[config.mk]
export PLATFORM = sky130hd
export DESIGN_NAME = alu
export DESIGN_NICKNAME = d
export VERILOG_FILES = /design/src/rtl/alu.sv
export SDC_FILE = /design/constraint.sdc
export NUM_CORES = 1
export LEC_CHECK = 0
export BUFFER_PORTS_ARGS = -buffer_cell sky130_fd_sc_hd__buf_4
export CORE_ASPECT_RATIO = 0.7
export CORE_MARGIN = 3
export CORE_UTILIZATION = 30
export DETAILED_ROUTE_END_ITERATION = 10
export PLACE_DENSITY = 0.53
export SKIP_CTS_REPAIR_TIMING = 1
export SYNTH_ARGS = -nofsm -noshare
export SYNTH_HDL_FRONTEND = slang
export SYNTH_SLANG_ARGS = --single-unit
[constraint.sdc]
create_clock -name clk -period 1.9 [get_ports clk]
set_clock_uncertainty 0.2 [all_clocks]
set_input_delay 0.57 -clock clk [delete_from_list [all_inputs] [get_ports clk]]
set_output_delay 0.57 -clock clk [all_outputs]
set_load 0.01 [all_outputs]
[src/rtl/alu.sv]
// alu: registered 32-bit add/sub/and/or with zero, signed-overflow and branch flags
module alu #(
  parameter int WIDTH = 32
) (
  input  logic             clk,
  input  logic             reset,
  input  logic [WIDTH-1:0] A,
  input  logic [WIDTH-1:0] B,
  input  logic [1:0]       CTRL,
  output logic [WIDTH-1:0] R,
  output logic             zero,
  output logic             ovf,
  output logic             branch
);
  logic             sub;
  logic [WIDTH-1:0] bx;
  logic [WIDTH-1:0] sum;
  logic [WIDTH-1:0] r_n;
  logic             ovf_n;
  always_comb begin
    sub   = CTRL == 2'b01;
    bx    = sub ? ~B : B;
    sum   = A + bx + {{(WIDTH-1){1'b0}}, sub};
    r_n   = CTRL[1] ? (CTRL[0] ? (A | B) : (A & B)) : sum;
    ovf_n = ~CTRL[1] & (A[WIDTH-1] == bx[WIDTH-1]) & (sum[WIDTH-1] != A[WIDTH-1]);
  end
  always_ff @(posedge clk or posedge reset) begin
    if (reset) begin
      R      <= '0;
      zero   <= 1'b1;
      ovf    <= 1'b0;
      branch <= 1'b0;
    end else begin
      R      <= r_n;
      zero   <= r_n == '0;
      ovf    <= ovf_n;
      branch <= sub & (r_n == '0);
    end
  end
endmodule

==> results.md, run 1 <==
* Status: finished with violations
* Failing checks: setup timing
* Relative slew slack at 66.1%
* Antenna violations before repair at 0
* Max Clk Rate at 243 MHz
* Vias at 4637
* CTS root buf: clkbuf_16
* Min-delay worst type: input port to async pin
* CTS clock-pin slew for the worst setup and hold paths at 0.05 ns
* Synth area leader: dfrtp_1
* EDFF count, synth at 0
* Final wirelength at 15600 microns
* Clock share of power at 17.7%
* Top-area cell type share of the netlist area at 21.8%
* Clock period minus worst slack at 4.12 ns
* Max_cap viols at 0
* Synth Register Bits at 35
* Sw Share at 36.8%
* Area growth from synthesis to layout at 85.8%
* Tot Pwr at 4.89 mW
* Avg Cell Area, Syn at 8.12 sq um
* CP Data Arrival Time at 4.10 ns
* H-tree levels at 2
* CTS buffer count at 5
* Mapped Area at 3910 sq um
* Fraction of registers with async set/reset at 100%
* Pins Over Slew Limit at 0
* Internal power at 3.09 mW
* WHS at 0.0551 ns
* Fin. Hold Viols at 0
* First-pass GRT wire length at 22300 microns
* Filler cell count at 1100
* Top_reg_cell synth: dfrtp_1
* YS warnings at 0
* Worst Path Max Fanout at 8
* Pwr/cell area at 674 nW/um^2
* Share of cells above drive strength 1 at 53.9%
* Leakage power at 3.33 nW
* Inst Count DP at 875
* Total track usage at 19.1%
* Number of global-route vias before repair at 4325
* Final setup fails at 34
* Clk buf depth at 2
* Initial drt markers at 243
* Critical setup path kind: input port to register
* Critical-path cell list: buf_8, inv_8, nand2_8, xnor2_4, inv_2, fa_2, nor2b_4, o31a_4, buf_6, o211ai_1, buf_4, a21oi_4, buf_6, or3_4, nand3_4, o2111a_1, nand4b_1, nor4_4, nand4_1, buf_4, nor4_2
* ANT nets after route at 0
* Final Cycle Share at 217%
* Final net count at 853
* Post-Synthesis Net Count at 586
* DRC at 0
* Least-Margin Pin Slew at 0.503 ns
* GP Congestion at 0.952
* CTS tree: yes
* Rows at 34
* Seq/Total Area, Yosys at 22.4%
* Leading cell type in the layout, fill and taps excluded: buf_4
* Synth cell types at 64
* GRT overflow at 0
* Most frequent cells in the layout: 256 x buf_4, 53 x nand2_1, 34 x dfrtp_1
* Initial Util at 31.0%
* Port Buffers at 102
* Combinational Power Share at 63.4%
* Number of antenna diodes at 0
* Top post-synthesis cells by area: dfrtp_1 22%, ha_1 12%, xnor2_1 11%
* Endpoint class of the critical path: register
* Final worst slack at -2.22 ns
* Final Non-Filler Cells at 911
* Wirelength per Cell at 17.1 microns
* Largest net degree at the start of global routing at 64
* TritonCTS Sinks at 35
* Slowest CP cell: or3_4
* RSZ-0062 raised after global routing: yes
* WP data required at 1.88 ns
* NetSw at 1.80 mW
* Critical Path Source Type: input port
* Flop pwr share at 18.8%
* Die H at 101 microns
* Core Box Area at 12600 sq um
* Die Width at 142 microns
* Fin util at 57.7%
* Slowest stage delay, CP at 0.39 ns
* DR vias/cell at 5.09
* Die area at 14500 sq um
* Final HPWL DP at 11500 microns
* IO Pins at 103
* Post-Syn Instances at 481
* DRT Pass-1 Iters at 5
* Worst ir drop on vdd at 342 uV
-- cell families after synthesis --
kind of cell	after synthesis	share of synthesized area (%)
AOI/OAI and AO/OA	149	25.2
and+or+nand+nor	143	17.4
adders and majority gates	61	18.2
xor gates and xnor gates	54	12.1
DFF	35	22.4
buffers and inverters	33	3.17
muxes	6	1.54
-- metal layers --
metal	vias to the layer above	routed length, microns	track usage, %
li1	2300	-	-
met1	2190	7240	29.1
met2	136	7120	29.6
met3	11	1120	2.36
met4	0	99	2.56
met5	-	0	0
-- metrics by stage --
step,TNS (ns),cell area (sq um),setup slack [ns]
final,-38.52,7260,-2.22
after global routing,-41.95,7260,-2.40
after CTS,-37.69,6230,-2.27
after detailed placement,-47.46,6070,-2.55
after global placement,-45.92,6070,-2.45
after floorplan,-46.99,4160,-2.41
-- power groups by stage --
stage	registers (mW)	logic [mW]	clock network, mW
after floorplan	0.994	1.17	0
after global placement	0.933	2.44	0
after detailed placement	0.934	2.46	0
after CTS	0.921	2.47	0.880
after global routing	0.934	3.33	0.905
final	0.921	3.11	0.869
-- synthesized netlist by cell type (3+ instances only) --
| cell | number |
|---|---|
| o31a_1 | 3 |
| o21a_1 | 3 |
| inv_1 | 14 |
| maj3_1 | 24 |
| o211ai_1 | 5 |
| o21ai_0 | 35 |
| ha_1 | 36 |
| clkbuf_1 | 13 |
| o21ai_1 | 3 |
| nand2_1 | 61 |
| nor3_1 | 9 |
| nor3b_1 | 4 |
| xor2_1 | 6 |
| a21oi_1 | 42 |
| nand3_1 | 6 |
| nor2_1 | 34 |
| mux2i_1 | 6 |
| a31oi_1 | 8 |
| nor4_1 | 7 |
| buf_1 | 5 |
| xnor2_1 | 48 |
| a211oi_1 | 5 |
| nand4_1 | 3 |
| a21o_1 | 15 |
| nand2b_1 | 3 |
| dfrtp_1 | 34 |
-- flip-flops by register name, summed over array words and instances, names as in the netlist --
name / flops
ovf: 1
zero: 1
R: 32
branch: 1
-- cell type report --
class	instances	area, sq um	area share, %
Inverter	15	63.8	0.879
Sequential cell	35	877	12.1
Clock buffer	8	156	2.15
Timing Repair Buffer	278	2220	30.5
Multi-Input combinational cell	413	3740	51.6
Tap cell	162	203	2.79
-- final timing paths --
check | start | to | slack [ns] | depth (start not counted)
worst min-delay path | reset | R[0] | 0.06 | 2
min in group clk | A[29] | zero | 0.44 | 4
worst max-delay path | CTRL[1] | branch | -2.22 | 21
max in group asynchronous | reset | zero | 0.91 | 3
-- critical path, delay by kind of cell --
kind	cells	cell delay, ns
AO/OA/AOI/OAI	4	0.86
XOR/XNOR	1	0.19
adder cells (fa/ha/maj)	1	0.24
buffers and inverters	7	0.80
AND/OR/NAND/NOR	8	1.42
(Power assumes the default switching activity.)
==> inputs of run 2 (changes only) <==
--- a/config.mk
+++ b/config.mk
@@ -10,6 +10,7 @@
 export CORE_MARGIN = 3
 export CORE_UTILIZATION = 30
 export DETAILED_ROUTE_END_ITERATION = 10
+export MAX_ROUTING_LAYER = met4
 export PLACE_DENSITY = 0.53
 export SKIP_CTS_REPAIR_TIMING = 1
 export SYNTH_ARGS = -nofsm -noshare
==> results.md, run 2 (synthesized netlist as in run 1, its figures left out) <==
* Status: finished with violations
* Failing checks: setup timing
* Combinational Power Share at 62.0%
* Filler cell count at 1153
* Most frequent CP cell: buf_12
* Post-route design area at 6970 sq um
* Worst Path Max Fanout at 7
* Clk buf depth at 2
* Multi-input logic area at 3530 sq um
* FF+latch area at 877 sq um
* First-pass GRT wire length at 22300 microns
* CTS buffer count at 5
* Internal power at 2.97 mW
* RSZ-0062 raised after global routing: yes
* Leading cell type in the layout, fill and taps excluded: buf_4
* NetSw at 1.72 mW
* GP Congestion at 0.926
* Slowest CP cell: or4_4
* Final Cycle Share at 213%
* Buf+Inv Stages, Crit Path at 5
* Wirelength per Cell at 16.2 microns
* CTS root buf: clkbuf_16
* Die area at 14500 sq um
* Leakage power at 3.23 nW
* Port Buffers at 102
* Final setup fails at 33
* Vias at 4621
* Min-delay worst type: input port to async pin
* ANT nets after route at 0
* Sw Share at 36.7%
* Worst ir drop on vdd at 390 uV
* Fin. Hold Viols at 0
* Core Box Area at 12600 sq um
* Final Non-Filler Cells at 908
* Die H at 101 microns
* Top Family by Delay on Critical Path: simple AND/OR/NAND/NOR gates
* Pwr/cell area at 672 nW/um^2
* Total track usage at 19.6%
* Post-place setup slack at -2.47 ns
* Critical-path cell list: buf_6, clkinv_4, nand2_8, buf_12, buf_12, buf_12, xnor2_2, ha_1, a21oi_2, o21ai_1, a22oi_2, nand2_2, nor2_4, a41oi_2, o31a_1, or4_4, nor4_4, nand4_1, nor4_1
* TritonCTS Sinks at 35
* Pins Over Slew Limit at 0
* Clock share of power at 18.4%
* DRC at 0
* Max_cap viols at 0
* Post-DP Area at 6120 sq um
* Area growth from synthesis to layout at 78.3%
* Endpoint class of the critical path: register
* Final HPWL DP at 11600 microns
* Max Clk Rate at 247 MHz
* Final wirelength at 14700 microns
* CP Data Arrival Time at 4.00 ns
* Reg with most FFs: R
* Initial drt markers at 241
* Largest register FFs at 32
* Inst Count DP at 882
* DRT Pass-1 Iters at 5
* Critical setup path kind: input port to register
* Number of antenna diodes at 0
* Flop pwr share at 19.6%
* Die Width at 142 microns
* Least-Margin Pin Slew at 0.675 ns
* Worst Setup SP: CTRL[1]
* Number of global-route vias before repair at 4421
* Final worst slack at -2.15 ns
* Largest net degree at the start of global routing at 64
* GRT overflow at 0
* Critical Path Source Type: input port
* WHS at 0.0532 ns
* Initial Util at 31.0%
* Clock period minus worst slack at 4.05 ns
* DR vias/cell at 5.09
* Most frequent cells in the layout: 266 x buf_4, 52 x nand2_1, 34 x dfrtp_1
* Share of cells above drive strength 1 at 51.6%
* CTS tree: yes
* Final net count at 850
* Rows at 34
* H-tree levels at 2
* CTS clock-pin slew for the worst setup and hold paths at 0.05 ns
* Slowest stage delay, CP at 0.55 ns
* WP data required at 1.86 ns
* Antenna violations before repair at 0
* Relative slew slack at 55.0%
* IO Pins at 103
-- run 2: cell count changes in the layout (fill, tap and decap cells not counted), moves of 5 or more --
cell / delta
o21ai_0: -7
o21ai_1: +9
xnor2_1: +6
buf_6: -12
xnor2_4: -5
buf_4: +10
-- run 2: final cells by class --
| cell class | count | share of cell area (%) |
|---|---|---|
| repair buffers | 275 | 30.8 |
| inverters | 15 | 0.880 |
| flip-flops and latches | 35 | 12.6 |
| clock buffers | 8 | 2.25 |
| multi-input cells | 413 | 50.6 |
| well taps | 162 | 2.91 |
-- run 2: path summary, 6_finish.rpt --
check	end	depth (start not counted)
max in group asynchronous	zero	3
min in group clk	zero	4
hold / removal	R[1]	2
setup / recovery	branch	19
-- run 2: per-stage QoR --
stage | util, % | TNS [ns] | power, mW
CTS | 49.9 | -38.08 | 4.31
global route | 55.3 | -39.46 | 4.97
detailed placement | 48.6 | -47.72 | 3.42
floorplan | - | -46.99 | 2.16
finish | 55.3 | -36.10 | 4.68
global placement | 48.6 | -46.32 | 3.39
-- run 2: power by group through the flow --
stage	combinational (mW)	sequential (mW)	clock (mW)
after global routing	3.12	0.930	0.919
after CTS	2.50	0.918	0.884
final	2.90	0.918	0.862
after detailed placement	2.49	0.931	0
after global placement	2.46	0.932	0
after floorplan	1.17	0.994	0
-- run 2: layer usage --
metal | part of all wire, % | global-route usage (%) | vias to the layer above
met2 | 44 | 29.0 | 130
li1 | - | - | 2284
met5 | 0 | - | -
met4 | 0.69 | 2.19 | 0
met3 | 5.0 | 2.45 | 11
met1 | 50 | 29.3 | 2196
==> inputs of run 3 (changes only) <==
--- a/config.mk
+++ b/config.mk
@@ -10,6 +10,7 @@
 export CORE_MARGIN = 3
 export CORE_UTILIZATION = 30
 export DETAILED_ROUTE_END_ITERATION = 10
+export GPL_TIMING_DRIVEN = 0
 export MAX_ROUTING_LAYER = met4
 export PLACE_DENSITY = 0.53
 export SKIP_CTS_REPAIR_TIMING = 1
==> constraint.sdc (replaced) <==
create_clock -name clk -period 3.95 [get_ports clk]
set_clock_uncertainty 0.2 [all_clocks]
set_input_delay 1.185 -clock clk [delete_from_list [all_inputs] [get_ports clk]]
set_output_delay 1.185 -clock clk [all_outputs]
set_load 0.01 [all_outputs]
==> results.md, run 3 (synthesized netlist as in run 1, its figures left out) <==
* Most frequent cells in the layout: 150 x buf_4, 57 x nand2_1, 39 x xnor2_1
* Total track usage at 19.9%
* Final setup fails at 11
* GP Congestion at 0.941
* First-pass GRT wire length at 21900 microns
* CP Data Arrival Time at 5.14 ns
* Worst ir drop on vdd at 143 uV
* DRT Pass-1 Iters at 5
* GRT overflow at 0
* Die Width at 142 microns
* Slowest stage delay, CP at 0.43 ns
* Internal power at 1.30 mW
* Initial Util at 31.0%
* Reg with most FFs: R
* NetSw at 0.811 mW
* Endpoint class of the critical path: register
* Status: finished with violations
* Final Cycle Share at 130%
* CTS buffer count at 5
* Die H at 101 microns
* Least-Margin Pin Slew at 0.762 ns
* Final net count at 750
* CTS clock-pin slew for the worst setup and hold paths at 0.06 ns
* Final wirelength at 15600 microns
* Area growth from synthesis to layout at 62.6%
* Post-place setup slack at -2.27 ns
* Largest register FFs at 32
* Filler cell count at 1174
* Number of antenna diodes at 0
* Worst Path Max Fanout at 7
* Core Box Area at 12600 sq um
* Final worst slack at -1.20 ns
* Fin. Hold Viols at 0
* Leading cell type in the layout, fill and taps excluded: buf_4
* Largest net degree at the start of global routing at 36
* Antenna violations before repair at 0
* DRC at 0
* Min-delay worst type: input port to async pin
* Rows at 34
* Vias at 4363
* Final TNS setup at -5.52 ns
* Top Family by Delay on Critical Path: compound AO/OA/AOI/OAI gates
* TritonCTS Sinks at 35
* H-tree levels at 2
* Slowest CP cell: a2111oi_2
* Relative slew slack at 49.2%
* Critical-path cell list: buf_8, clkbuf_16, buf_12, buf_16, nand2_8, buf_12, xnor2_4, ha_4, and2_4, a221oi_4, o31ai_4, a31oi_2, mux2i_2, o211ai_1, a2111oi_2, nand4b_1, nor4_4, nand4_1, nor4b_2
* CTS root buf: clkbuf_16
* Clk buf depth at 2
* Pins Over Slew Limit at 0
* Max_cap viols at 0
* Port Buffers at 100
* Critical setup path kind: input port to register
* Pwr/cell area at 333 nW/um^2
* Failing checks: setup timing
* Clock share of power at 22.2%
* Critical Path Source Type: input port
* Number of global-route vias before repair at 3947
* Final HPWL DP at 11700 microns
* Die area at 14500 sq um
* WP data required at 3.94 ns
* Flop pwr share at 20.9%
* DR vias/cell at 5.40
* Share of cells above drive strength 1 at 42.9%
* Clock period minus worst slack at 5.15 ns
* Max Clk Rate at 194 MHz
* Wirelength per Cell at 19.3 microns
* Buf+Inv Stages, Crit Path at 5
* ANT nets after route at 0
* Leakage power at 2.74 nW
* Combinational Power Share at 56.9%
* Initial drt markers at 344
* RSZ-0062 raised after global routing: yes
* IO Pins at 103
* Sw Share at 38.4%
* WHS at 0.849 ns
* Most frequent CP cell: buf_12
* CTS tree: yes
run 3: changes by cell type in the layout (fill, tap and decap cells not counted), sizes merged:
cell    delta
clkinv     +1
bufinv     +1
clkbuf     +8
buf      -110
run 3: cell type report:
type | count | area [sq um] | share of cell area (%)
flip-flops and latches | 35 | 877 | 13.8
well taps | 162 | 203 | 3.19
plain buffers | 17 | 228 | 3.58
clock buffers | 6 | 139 | 2.19
clock inverters | 2 | 35.0 | 0.551
repair buffers | 158 | 1250 | 19.6
inverters | 15 | 68.8 | 1.08
multi-input cells | 413 | 3560 | 56.0
run 3: per-stage QoR:
| step | utilization (%) | area, sq um | power (mW) | instances |
|---|---|---|---|---|
| floorplan | - | 4130 | 1.03 | 481 |
| global placement | 40.4 | 5090 | 1.35 | 743 |
| detailed placement | 40.4 | 5090 | 1.37 | 743 |
| CTS | 41.8 | 5260 | 1.84 | 751 |
| global route | 50.5 | 6350 | 2.22 | 808 |
| finish | 50.5 | 6350 | 2.11 | 808 |
run 3: path summary, 6_finish.rpt:
check,from,to,cells after the start
max in group asynchronous,reset,R[27],2
worst min-delay path,reset,R[2],2
min in group clk,A[29],zero,4
worst max-delay path,CTRL[0],zero,19
run 3: power groups by stage:
| stage | Clock [mW] | Combinational [mW] | Sequential, mW |
|---|---|---|---|
| 2_1_floorplan | 0 | 0.551 | 0.478 |
| 3_3_place_gp | 0 | 0.909 | 0.445 |
| 3_5_place_dp | 0 | 0.917 | 0.449 |
| 4_1_cts | 0.474 | 0.922 | 0.442 |
| 5_1_grt | 0.487 | 1.28 | 0.446 |
| 6_report | 0.470 | 1.20 | 0.442 |
run 3: per-layer routing:
metal  part of all wire [%]  up-vias  GRT usage (%)
li1                       -     2090              -
met1                     49     2097           30.0
met3                    6.4       13           2.50
met4                   0.72        0           1.83
met5                      0        -              -
met2                     44      163           29.4
